$ cat config.mk
export PLATFORM = sky130hd
export DESIGN_NAME = reg_pipe
export DESIGN_NICKNAME = d
export VERILOG_FILES = /design/src/rtl/reg_pipe_pkg.sv /design/src/rtl/reg_pipe_stage.sv /design/src/rtl/reg_pipe.sv
export SDC_FILE = /design/constraint.sdc
export NUM_CORES = 1
export LEC_CHECK = 0
export BUFFER_PORTS_ARGS = -buffer_cell sky130_fd_sc_hd__buf_2
export CAP_MARGIN = 20
export CORE_MARGIN = 3
export CORE_UTILIZATION = 53
export CTS_CLUSTER_SIZE = 14
export DETAILED_ROUTE_END_ITERATION = 10
export HOLD_SLACK_MARGIN = 0.03
export PLACE_DENSITY = 0.79
export SLEW_MARGIN = 10
export SYNTH_ARGS = -nofsm -noshare
export SYNTH_HDL_FRONTEND = slang
export SYNTH_SLANG_ARGS = --single-unit
$ cat constraint.sdc
create_clock -name clk -period 1.8 [get_ports clk]
set_input_delay 0.18 -clock clk [delete_from_list [all_inputs] [get_ports clk]]
set_output_delay 0.18 -clock clk [all_outputs]
set_load 0.02 [all_outputs]
$ cat src/rtl/reg_pipe_pkg.sv
// Shared constants and helpers for the reg_pipe flow-controlled register pipeline.
package reg_pipe_pkg;

    localparam int DEF_WIDTH = 7;
    localparam int DEF_DEPTH = 4;

    function automatic int occ_w(input int depth);
        return $clog2(depth + 1);
    endfunction

endpackage

$ cat src/rtl/reg_pipe_stage.sv
// One pipeline slot: valid bit plus data word, with clear > hold > load priority.
module reg_pipe_stage
    import reg_pipe_pkg::*;
#(
    parameter int WIDTH = DEF_WIDTH
) (
    input  logic             clk,
    input  logic             reset_n,
    input  logic             clear_i,
    input  logic             hold_i,
    input  logic             load_i,
    input  logic             valid_i,
    input  logic [WIDTH-1:0] data_i,
    output logic             valid_o,
    output logic [WIDTH-1:0] data_o
);

    logic             v_q, v_d;
    logic [WIDTH-1:0] d_q, d_d;

    // Next-state selection; data only moves when the incoming slot is valid.
    always_comb begin
        v_d = v_q;
        d_d = d_q;
        if (clear_i) begin
            v_d = 1'b0;
        end else if (hold_i) begin
            v_d = v_q;
            d_d = d_q;
        end else if (load_i) begin
            v_d = valid_i;
            if (valid_i) begin
                d_d = data_i;
            end else begin
                d_d = d_q;
            end
        end else begin
            v_d = v_q;
            d_d = d_q;
        end
    end

    // Stage registers.
    always_ff @(posedge clk or negedge reset_n) begin
        if (!reset_n) begin
            v_q <= 1'b0;
            d_q <= {WIDTH{1'b0}};
        end else begin
            v_q <= v_d;
            d_q <= d_d;
        end
    end

    assign valid_o = v_q;
    assign data_o  = d_q;

endmodule

$ cat src/rtl/reg_pipe.sv
// DEPTH-stage valid/ready register pipeline with bubble collapsing, freeze and flush.
// Optional occupancy counter port enabled by defining REG_PIPE_OCC_EN.
module reg_pipe
    import reg_pipe_pkg::*;
#(
    parameter int WIDTH = DEF_WIDTH,
    parameter int DEPTH = DEF_DEPTH
) (
    input  logic                      clk,
    input  logic                      reset_n,
    input  logic                      en,
    input  logic                      flush,
    input  logic                      in_valid,
    input  logic [WIDTH-1:0]          in_data,
    output logic                      in_ready,
    output logic                      out_valid,
    output logic [WIDTH-1:0]          out_data,
    input  logic                      out_ready
`ifdef REG_PIPE_OCC_EN
    ,
    output logic [occ_w(DEPTH)-1:0]   occ
`endif
);

    logic             active_s;
    logic [DEPTH-1:0] v_s;
    logic [DEPTH-1:0] r_s;
    logic [WIDTH-1:0] d_s [DEPTH];

    assign active_s = en & ~flush;

    genvar gi;
    generate
        for (gi = 0; gi < DEPTH; gi++) begin : g_stage
            logic             pv_s;
            logic [WIDTH-1:0] pd_s;

            if (gi == 0) begin : g_first
                assign pv_s = in_valid;
                assign pd_s = in_data;
            end else begin : g_next
                assign pv_s = v_s[gi-1];
                assign pd_s = d_s[gi-1];
            end

            // A stage can take a word unless it and everything downstream is full and stalled.
            assign r_s[gi] = out_ready | ~(&v_s[DEPTH-1:gi]);

            reg_pipe_stage #(.WIDTH(WIDTH)) u_stage (
                .clk     (clk),
                .reset_n (reset_n),
                .clear_i (flush),
                .hold_i  (~en),
                .load_i  (r_s[gi]),
                .valid_i (pv_s),
                .data_i  (pd_s),
                .valid_o (v_s[gi]),
                .data_o  (d_s[gi])
            );
        end
    endgenerate

    assign in_ready  = active_s & r_s[0];
    assign out_valid = active_s & v_s[DEPTH-1];
    assign out_data  = d_s[DEPTH-1];

`ifdef REG_PIPE_OCC_EN
    localparam int OW = occ_w(DEPTH);

    logic [OW-1:0] occ_q, occ_d;
    logic          in_xfer_s, out_xfer_s;

    assign in_xfer_s  = in_valid & in_ready;
    assign out_xfer_s = out_valid & out_ready;

    // Occupancy tracks accepted minus delivered words.
    always_comb begin
        occ_d = occ_q;
        if (flush) begin
            occ_d = {OW{1'b0}};
        end else if (en) begin
            case ({in_xfer_s, out_xfer_s})
                2'b10:   occ_d = occ_q + OW'(1'b1);
                2'b01:   occ_d = occ_q - OW'(1'b1);
                default: occ_d = occ_q;
            endcase
        end else begin
            occ_d = occ_q;
        end
    end

    // Occupancy register.
    always_ff @(posedge clk or negedge reset_n) begin
        if (!reset_n) begin
            occ_q <= {OW{1'b0}};
        end else begin
            occ_q <= occ_d;
        end
    end

    assign occ = occ_q;
`endif

endmodule
==> results of run 1 <==
==> power by group <==
group,internal [W],switching (W),total [W]
clock network,0.000221,0.000218,0.000439
logic,0.000100,0.0000604,0.000161
registers,0.000829,0.0000627,0.000892
total,0.00115,0.000341,0.00149
==> logic make-up after synthesis <==
| group | after synthesis |
|---|---|
| multiplexers | 28 |
| AO/OA/AOI/OAI | 9 |
| AND/OR/NAND/NOR | 13 |
| buffers and inverters | 5 |
| flip-flops | 32 |
==> registers in the layout (all words and copies together), names as in the netlist <==
| name | count |
|---|---|
| g_stage.u_stage.valid_o | 4 |
| g_stage.u_stage.data_o | 28 |
==> metrics by stage <==
step                hold WS [ns]  instance area (um2)  power [W]
floorplan                 -0.116                 1290   0.000997
global placement           0.247                 1420    0.00105
detailed placement         0.258                 1420    0.00107
CTS                       0.0718                 1490    0.00152
global route              0.0638                 1490    0.00158
finish                    0.0861                 1490    0.00149
==> final timing paths <==
check	start	cells past startpoint	end	slack (ns)
worst max-delay path	g_stage[2].u_stage.valid_o	3	g_stage[1].u_stage.data_o[4]	0.19
worst min-delay path	in_data[1]	2	g_stage[0].u_stage.data_o[1]	0.09
worst max register to register	g_stage[2].u_stage.valid_o	3	g_stage[1].u_stage.data_o[4]	0.19
worst min register to register	g_stage[2].u_stage.data_o[0]	1	g_stage[3].u_stage.data_o[0]	0.51
max in group asynchronous	reset_n	2	g_stage[0].u_stage.data_o[2]	0.91
min in group asynchronous	reset_n	2	g_stage[3].u_stage.data_o[5]	0.45
==> repair_timing <==
item,in CTS,in global routing
hold endpoints to repair,32,0
hold buffers,1,0
setup buffers,0,0
==> metal layers <==
layer | up-vias | routed length, um
met3 | 5 | 130
met4 | 0 | 41
met1 | 387 | 885
met2 | 24 | 1060
met5 | - | 0
li1 | 365 | -
==> area by class of cell <==
cell class / count / area (um2) / area share [%]
Multi-Input combinational cell: 50 / 469 / 31.4
Sequential cell: 32 / 801 / 53.6
Inverter: 2 / 7.51 / 0.503
Clock buffer: 7 / 65.1 / 4.36
Tap cell: 28 / 35.0 / 2.35
Timing Repair Buffer: 22 / 115 / 7.71
==> cell usage in the layout (no fill, tap or decap) <==
cell type,n
sky130_fd_sc_hd__nor2_1,1
sky130_fd_sc_hd__a311oi_1,1
sky130_fd_sc_hd__clkbuf_4,5
sky130_fd_sc_hd__a22oi_1,1
sky130_fd_sc_hd__and3_1,1
sky130_fd_sc_hd__nor4_4,1
sky130_fd_sc_hd__a21oi_2,1
sky130_fd_sc_hd__dlygate4sd3_1,1
sky130_fd_sc_hd__o21ai_0,2
sky130_fd_sc_hd__nand3b_1,2
sky130_fd_sc_hd__inv_2,1
sky130_fd_sc_hd__and3b_1,1
sky130_fd_sc_hd__buf_2,21
sky130_fd_sc_hd__inv_1,1
sky130_fd_sc_hd__a21oi_1,3
sky130_fd_sc_hd__a21boi_0,1
sky130_fd_sc_hd__mux2_2,28
sky130_fd_sc_hd__dfrtp_1,32
sky130_fd_sc_hd__nand2_1,3
sky130_fd_sc_hd__and2b_1,1
sky130_fd_sc_hd__clkbuf_8,2
sky130_fd_sc_hd__nor2b_1,1
sky130_fd_sc_hd__and2_1,1
sky130_fd_sc_hd__and4b_1,1
==> critical path: stages, from the launching register on <==
cell and delay (ns):
sky130_fd_sc_hd__dfrtp_1 0.42, sky130_fd_sc_hd__and4b_1 0.30, sky130_fd_sc_hd__nor4_4 0.39, sky130_fd_sc_hd__mux2_2 0.39
==> summary.md, run 1 <==
| Metric | Value |
|---|---|
| Outcome | complete, no violations |
| Remaining Overflow, GRT | 0 |
| Worst EP arrival | roughly 1.8 ns |
| Max Transition Viols Final | 0 |
| Sink Count | 32 |
| Count of standard-cell rows | 17 |
| PortBufs | 21 |
| Netlist cell types | 22 |
| HPWL after detailed placement | 1610 um |
| Worst-skew pair later-pin latency | about 0.32 ns |
| Clock tree from TritonCTS | built |
| Number of cells in the finished layout apart from fillers | roughly 140 |
| Simple-gate area share of the yosys netlist | approximately 7.4% |
| Global-route wire length before repair | between 3000 and 4000 um |
| Initial antenna violation count | 0 |
| Final core utilization | roughly two thirds |
| Ratio of final minimum period to clock period | ~89% |
| Data required, critical path | around 2 ns |
| Core area | about 2300 um2 |
| Most frequently used cell type in the post-synthesis netlist | sky130_fd_sc_hd__dfrtp_1 |
| List of most frequent post-synthesis cells | 32 x sky130_fd_sc_hd__dfrtp_1, 28 x sky130_fd_sc_hd__mux2_2, 3 x sky130_fd_sc_hd__a21oi_1, 3 x sky130_fd_sc_hd__nand2_1 |
| Via count of the first global-routing pass | 796 |
| Synthesized netlist cell count | just under 90 |
| Sum of routed wire length over all layers | 2120 um |
| Die outline height | around 55 um |
| Remaining antenna violation count after routing | 0 |
| Number of nets at the end of the flow | between 100 and 150 |
| Number of warnings issued by yosys | 0 |
| Max-slew headroom at the worst pin | 54.0% |
| Fraction of met1 tracks used by global routing | 19.5% |
| Classification of the worst-slack hold path | input port to register |
| Growth of design area from synthesis to finish | 15.3% |
| Share of the synthesized area in the top cell type | between 60% and 70% |
| Async set or reset register ratio after synthesis | 100% |
| Length of the first detailed-routing pass in iterations | 4 |
| Post-Synthesis Net Count | 100 |
| DRC | 0 |
| Most used flip-flop cell after synthesis | sky130_fd_sc_hd__dfrtp_1 |
| Register clock-pin slew on the reported worst setup and hold paths | 0.09 ns |
| M2 GR Usage | between 20% and 30% |
| Chip width | about 55 um |
| Routing usage on met3 | between 4 and 5% |
| Largest cells by area after synthesis | sky130_fd_sc_hd__dfrtp_1 62%, sky130_fd_sc_hd__mux2_2 24%, sky130_fd_sc_hd__nor4_4 1.6% |
| Instance count after placement with tap cells included | 133 |
| Yosys top cell by area | sky130_fd_sc_hd__dfrtp_1 |
| Total of cells resized after clock tree synthesis | 0 |
| Post-Syn Area per Cell | 14.9 um2 |
| Number of fillers in the final layout | 194 |
| Combinational family with the most area after synthesis | multiplexers |
| Average wire per standard cell | about 15 um |
| Worst setup EP type | register |
| Post-layout min period | 1.61 ns |
| GRT Util Overall | between 10% and 20% |
| Actual slew at the worst max-slew pin | between 0.6 and 0.7 ns |
| Overall die area | between 3000 and 4000 um2 |
| Weighted congestion reported at the end of routability-driven placement | roughly 0.72 |
| Number of failing hold endpoints at the final stage | 0 |
| Post-synthesis mux area share | between 20% and 30% |
| Per-cell via count in the routed design | 5.54 |
| Dpl ws | 0.199 ns |
| Maximum Capacitance Violations | 0 |
| Fraction of layout instances using a drive strength above 1 | between 50% and 60% |
| Maximum vdd drop | about 740 uV |
| Antenna diode instance count | 0 |
| Area fraction in compound gates after synthesis | 4.44% |
| Worst Path Max Fanout | 7 |
| Total number of vias | 781 |
| Startpoint Class | register |
| Top Usage Layer GRT | met2 |
| Leakage | 0.739 nW |
| Number of flops mapped to enable cells by yosys | 0 |
| Final Setup Violations | 0 |
| RSZ-0062 raised after global routing | no |
| Total CTS buffers | 5 |
| Number of placed I/O pins | 22 |
| F_max | roughly 620 MHz |
| Clock tree root driver cell | sky130_fd_sc_hd__clkbuf_4 |
| Maximum buffer depth of the clock tree | 2 |
| Layout Skew | roughly 0.0038 ns |
| XOR/XNOR Fraction of Synth Area | 0% |
| Count of routing violations after the opening detailed-route iteration | 19 |
| Setup slack of the critical path after layout | roughly 0.19 ns |
| Depth of the CTS H-tree | 2 |
| Largest net degree at the start of global routing | 33 |
| #FFs+latches synth | 32 |
| Setup TNS Final | 0 ns |
| Sequential fraction of the synthesis area | between 60% and 70% |
| Pwr/cell area | about 1000 nW/um2 |
| Classification of the worst setup path | register to register |
| Fraction of the mapped netlist area in adder cells | 0% |
| Total standard cell area after synthesis | ~1300 um2 |
| Initial Utilization | 57.4% |
Note: power is estimated with default switching activity, not from simulation.
==> inputs of run 2 (changes only) <==
--- a/config.mk
+++ b/config.mk
@@ -5,14 +5,17 @@
 export SDC_FILE = /design/constraint.sdc
 export NUM_CORES = 1
 export LEC_CHECK = 0
+export ABC_AREA = 1
 export BUFFER_PORTS_ARGS = -buffer_cell sky130_fd_sc_hd__buf_2
 export CAP_MARGIN = 20
+export CELL_PAD_IN_SITES_DETAIL_PLACEMENT = 1
+export CELL_PAD_IN_SITES_GLOBAL_PLACEMENT = 1
 export CORE_MARGIN = 3
-export CORE_UTILIZATION = 53
+export CORE_UTILIZATION = 42
 export CTS_CLUSTER_SIZE = 14
 export DETAILED_ROUTE_END_ITERATION = 10
 export HOLD_SLACK_MARGIN = 0.03
-export PLACE_DENSITY = 0.79
+export PLACE_DENSITY = 0.8
 export SLEW_MARGIN = 10
 export SYNTH_ARGS = -nofsm -noshare
 export SYNTH_HDL_FRONTEND = slang
==> run 2 against run 1 <==
Critical path depth up 1. Hold slack gained 0.0089 ns. Routed wire length is 33% higher. Non-clock buffer count stayed put. Synthesized cell count is 75% higher. Die area up 35%. First-iteration DRC count grew 11%. Largest cell class unchanged. Area after synthesis grew 10%. Sequential power down 2.9%.
==> summary.md, run 2 <==
| Metric | Value |
|---|---|
| Outcome | complete, no violations |
| Core area | ~3200 um2 |
| Worst Path Max Fanout | 10 |
| Fraction of the mapped netlist area in adder cells | 0% |
| Power share of the combinational group | between 10% and 20% |
| Weighted congestion reported at the end of routability-driven placement | about 0.66 |
| Length of routed met2 wiring | roughly 1500 um |
| Setup TNS Final | 0 ns |
| Synthesized netlist cell count | about 150 |
| Most common cell after layout, fill and taps aside | sky130_fd_sc_hd__nand2_1 |
| Stage delay of the slowest cell on the critical path | approximately 0.50 ns |
| Top layer in use | met4 |
| Overall die area | 4140 um2 |
| Combinational family with the most area after synthesis | simple AND/OR/NAND/NOR gates |
| XOR/XNOR Fraction of Synth Area | 0% |
| Maximum vdd drop | 484 uV |
| Sum of routed wire length over all layers | 2810 um |
| DRC | 0 |
| Count of routing violations after the opening detailed-route iteration | 21 |
| Final Setup Violations | 0 |
| Launch instance of the worst min-delay path | in_data[2] |
| Pwr/cell area | about 880 nW/um2 |
| Die outline height | 64.4 um |
| Remaining antenna violation count after routing | 0 |
| Total number of vias | ~1,100 |
| Post-CTS Repair Setup Buffers | 0 |
| Length of the first detailed-routing pass in iterations | 2 |
| Sink Count | 32 |
| Total standard cell area after synthesis | 1430 um2 |
| Share of the synthesized area in the top cell type | 56.0% |
| Global-route wire length before repair | 5110 um |
| Number of nets at the end of the flow | 190 |
| Worst EP arrival | 1.35 ns |
| Post-synthesis mux area share | 0% |
| Total internal power | 0.00106 W |
| DR WL met3 | approximately 140 um |
| Slowest library cell on the worst path | sky130_fd_sc_hd__dfrtp_1 |
| Post-Synthesis Net Count | 165 |
| Growth of design area from synthesis to finish | 14.1% |
| Classification of the worst setup path | register to primary output |
| Data required, critical path | roughly 1.6 ns |
| List of most frequent post-synthesis cells | 67 x sky130_fd_sc_hd__nand2_1, 32 x sky130_fd_sc_hd__dfrtp_1, 14 x sky130_fd_sc_hd__nand4_1 |
| Part of the power in registers | 60.2% |
| Largest net degree at the start of global routing | 33 |
| Average wire per standard cell | 12.7 um |
| Maximum buffer depth of the clock tree | 2 |
| Yosys top cell by area | sky130_fd_sc_hd__dfrtp_1 |
| Via count of the first global-routing pass | around 1,200 |
| Area fraction in compound gates after synthesis | approximately 1.7% |
| Actual slew at the worst max-slew pin | 0.707 ns |
| Max-slew headroom at the worst pin | ~53% |
| Post-Syn Area per Cell | ~9.4 um2 |
| Top library cells by usage in the layout, fill and taps aside | 67 x sky130_fd_sc_hd__nand2_1, 32 x sky130_fd_sc_hd__dfrtp_1, 21 x sky130_fd_sc_hd__buf_2 |
| Initial Utilization | between 40% and 50% |
| Most frequently used cell type in the post-synthesis netlist | sky130_fd_sc_hd__nand2_1 |
| Register clock-pin slew on the reported worst setup and hold paths | 0.09 ns |
| Net switching power of the design | roughly 0.00038 W |
| GRT Util Overall | 16.3% |
| Worst setup EP type | primary output |
| Final core utilization | 51.7% |
| Antenna diode instance count | 0 |
| Worst hold margin | around 0.095 ns |
| Number of failing hold endpoints at the final stage | 0 |
| Fraction of layout instances using a drive strength above 1 | about a quarter |
| Remaining Overflow, GRT | 0 |
| Routed metal-1 wire length | approximately 1100 um |
| Classification of the worst-slack hold path | input port to register |
| Clock tree from TritonCTS | built |
| HPWL after detailed placement | 2150 um |
| Number of flops mapped to enable cells by yosys | 0 |
| Largest cells by area after synthesis | sky130_fd_sc_hd__dfrtp_1 56%, sky130_fd_sc_hd__nand2_1 18%, sky130_fd_sc_hd__nand4_1 6.1% |
| Post-layout min period | about 1.5 ns |
| PortBufs | 21 |
| Netlist cell types | 18 |
| F_max | ~650 MHz |
| Depth of the CTS H-tree | 2 |
| Ratio of final minimum period to clock period | 85.1% |
| Number of buffers inserted for hold repair after clock tree synthesis | 1 |
| Startpoint of the worst setup timing path | g_stage[0].u_stage.valid_o |
| Number of warnings issued by yosys | 0 |
| Max Transition Viols Final | 0 |
| Chain of cells forming the critical path | nand2_1 -> inv_2 -> a21oi_1 -> buf_2 |
| Clock tree root driver cell | sky130_fd_sc_hd__clkbuf_4 |
| Maximum Capacitance Violations | 0 |
| Async set or reset register ratio after synthesis | 100% |
| RSZ-0062 raised after global routing | no |
| Clock share of power | 29.0% |
| Startpoint Class | register |
| Sequential fraction of the synthesis area | a little under three fifths |
| Largest register FFs | 28 |
| Simple-gate area share of the yosys netlist | around two fifths |
| Worst-skew pair later-pin latency | ~0.33 ns |
| Number of placed I/O pins | 22 |
| Total of cells resized after clock tree synthesis | 0 |
| Count of standard-cell rows | 20 |
| Initial antenna violation count | 0 |
| Per-cell via count in the routed design | about 4.9 |
| Chip width | roughly 64 um |
| Startpoint of the lowest-slack register-to-register path | g_stage[0].u_stage.valid_o |
| Layout Skew | 0.00634 ns |
| #FFs+latches synth | 32 |
| Leakage | approximately 0.93 nW |
| Total CTS buffers | 5 |
| Most used flip-flop cell after synthesis | sky130_fd_sc_hd__dfrtp_1 |
| Sw Ratio | 26.3% |
-- run 2: cell families (layout without fill, tap and decap cells) --
| family | count (synthesis) | in the layout |
|---|---|---|
| simple gates | 104 | 104 |
| flops | 32 | 32 |
| buf+inv | 11 | 37 |
| compound gates | 5 | 5 |
-- run 2: layer usage --
metal / GRT usage [%] / vias up
met2: 29.3 / 22
met1: 17.4 / 515
met5: 0 / -
met3: 5.80 / 6
li1: - / 544
met4: 6.33 / 0
-- run 2: layout make-up --
type	count	area, um2
tap	44	55.1
clock buffer	8	58.8
multi-input combinational	109	571
fill	402	1520
sequential	32	801
timing repair buffer	22	115
inverter	7	31.3
-- run 2: worst max-delay path: cells and delay by family, from the launching register on --
family	cells	cell delay [ns]
compound gates	1	0.14
simple gates	1	0.13
flops	1	0.50
buf+inv	2	0.24
-- run 2: final timing paths --
check	endpoint	slack [ns]	cells after the start
setup / recovery	in_ready	0.27	4
max in group asynchronous	g_stage[1].u_stage.data_o[3]	0.92	2
setup reg to reg	g_stage[0].u_stage.data_o[3]	0.63	6
hold / removal	g_stage[0].u_stage.data_o[2]	0.1	3
hold reg to reg	g_stage[3].u_stage.data_o[6]	0.47	2
min in group asynchronous	g_stage[2].u_stage.valid_o	0.43	2
-- run 2: metrics by stage --
step | area (um2) | setup slack (ns) | total power [W] | std cells
after floorplan | 1430 | 0.633 | 0.000974 | 152
after global placement | 1560 | 0.675 | 0.00102 | 213
after detailed placement | 1560 | 0.615 | 0.00104 | 213
after CTS | 1630 | 0.232 | 0.00146 | 222
after global routing | 1630 | 0.155 | 0.00154 | 222
final | 1630 | 0.269 | 0.00144 | 222
-- run 2: power by group through the flow --
stage	clock network, W	registers, W	logic, W
finish	0.000417	0.000866	0.000157
global route	0.000478	0.000879	0.000185
CTS	0.000434	0.000866	0.000162
detailed placement	0	0.000881	0.000159
global placement	0	0.000875	0.000148
floorplan	0	0.000864	0.000109
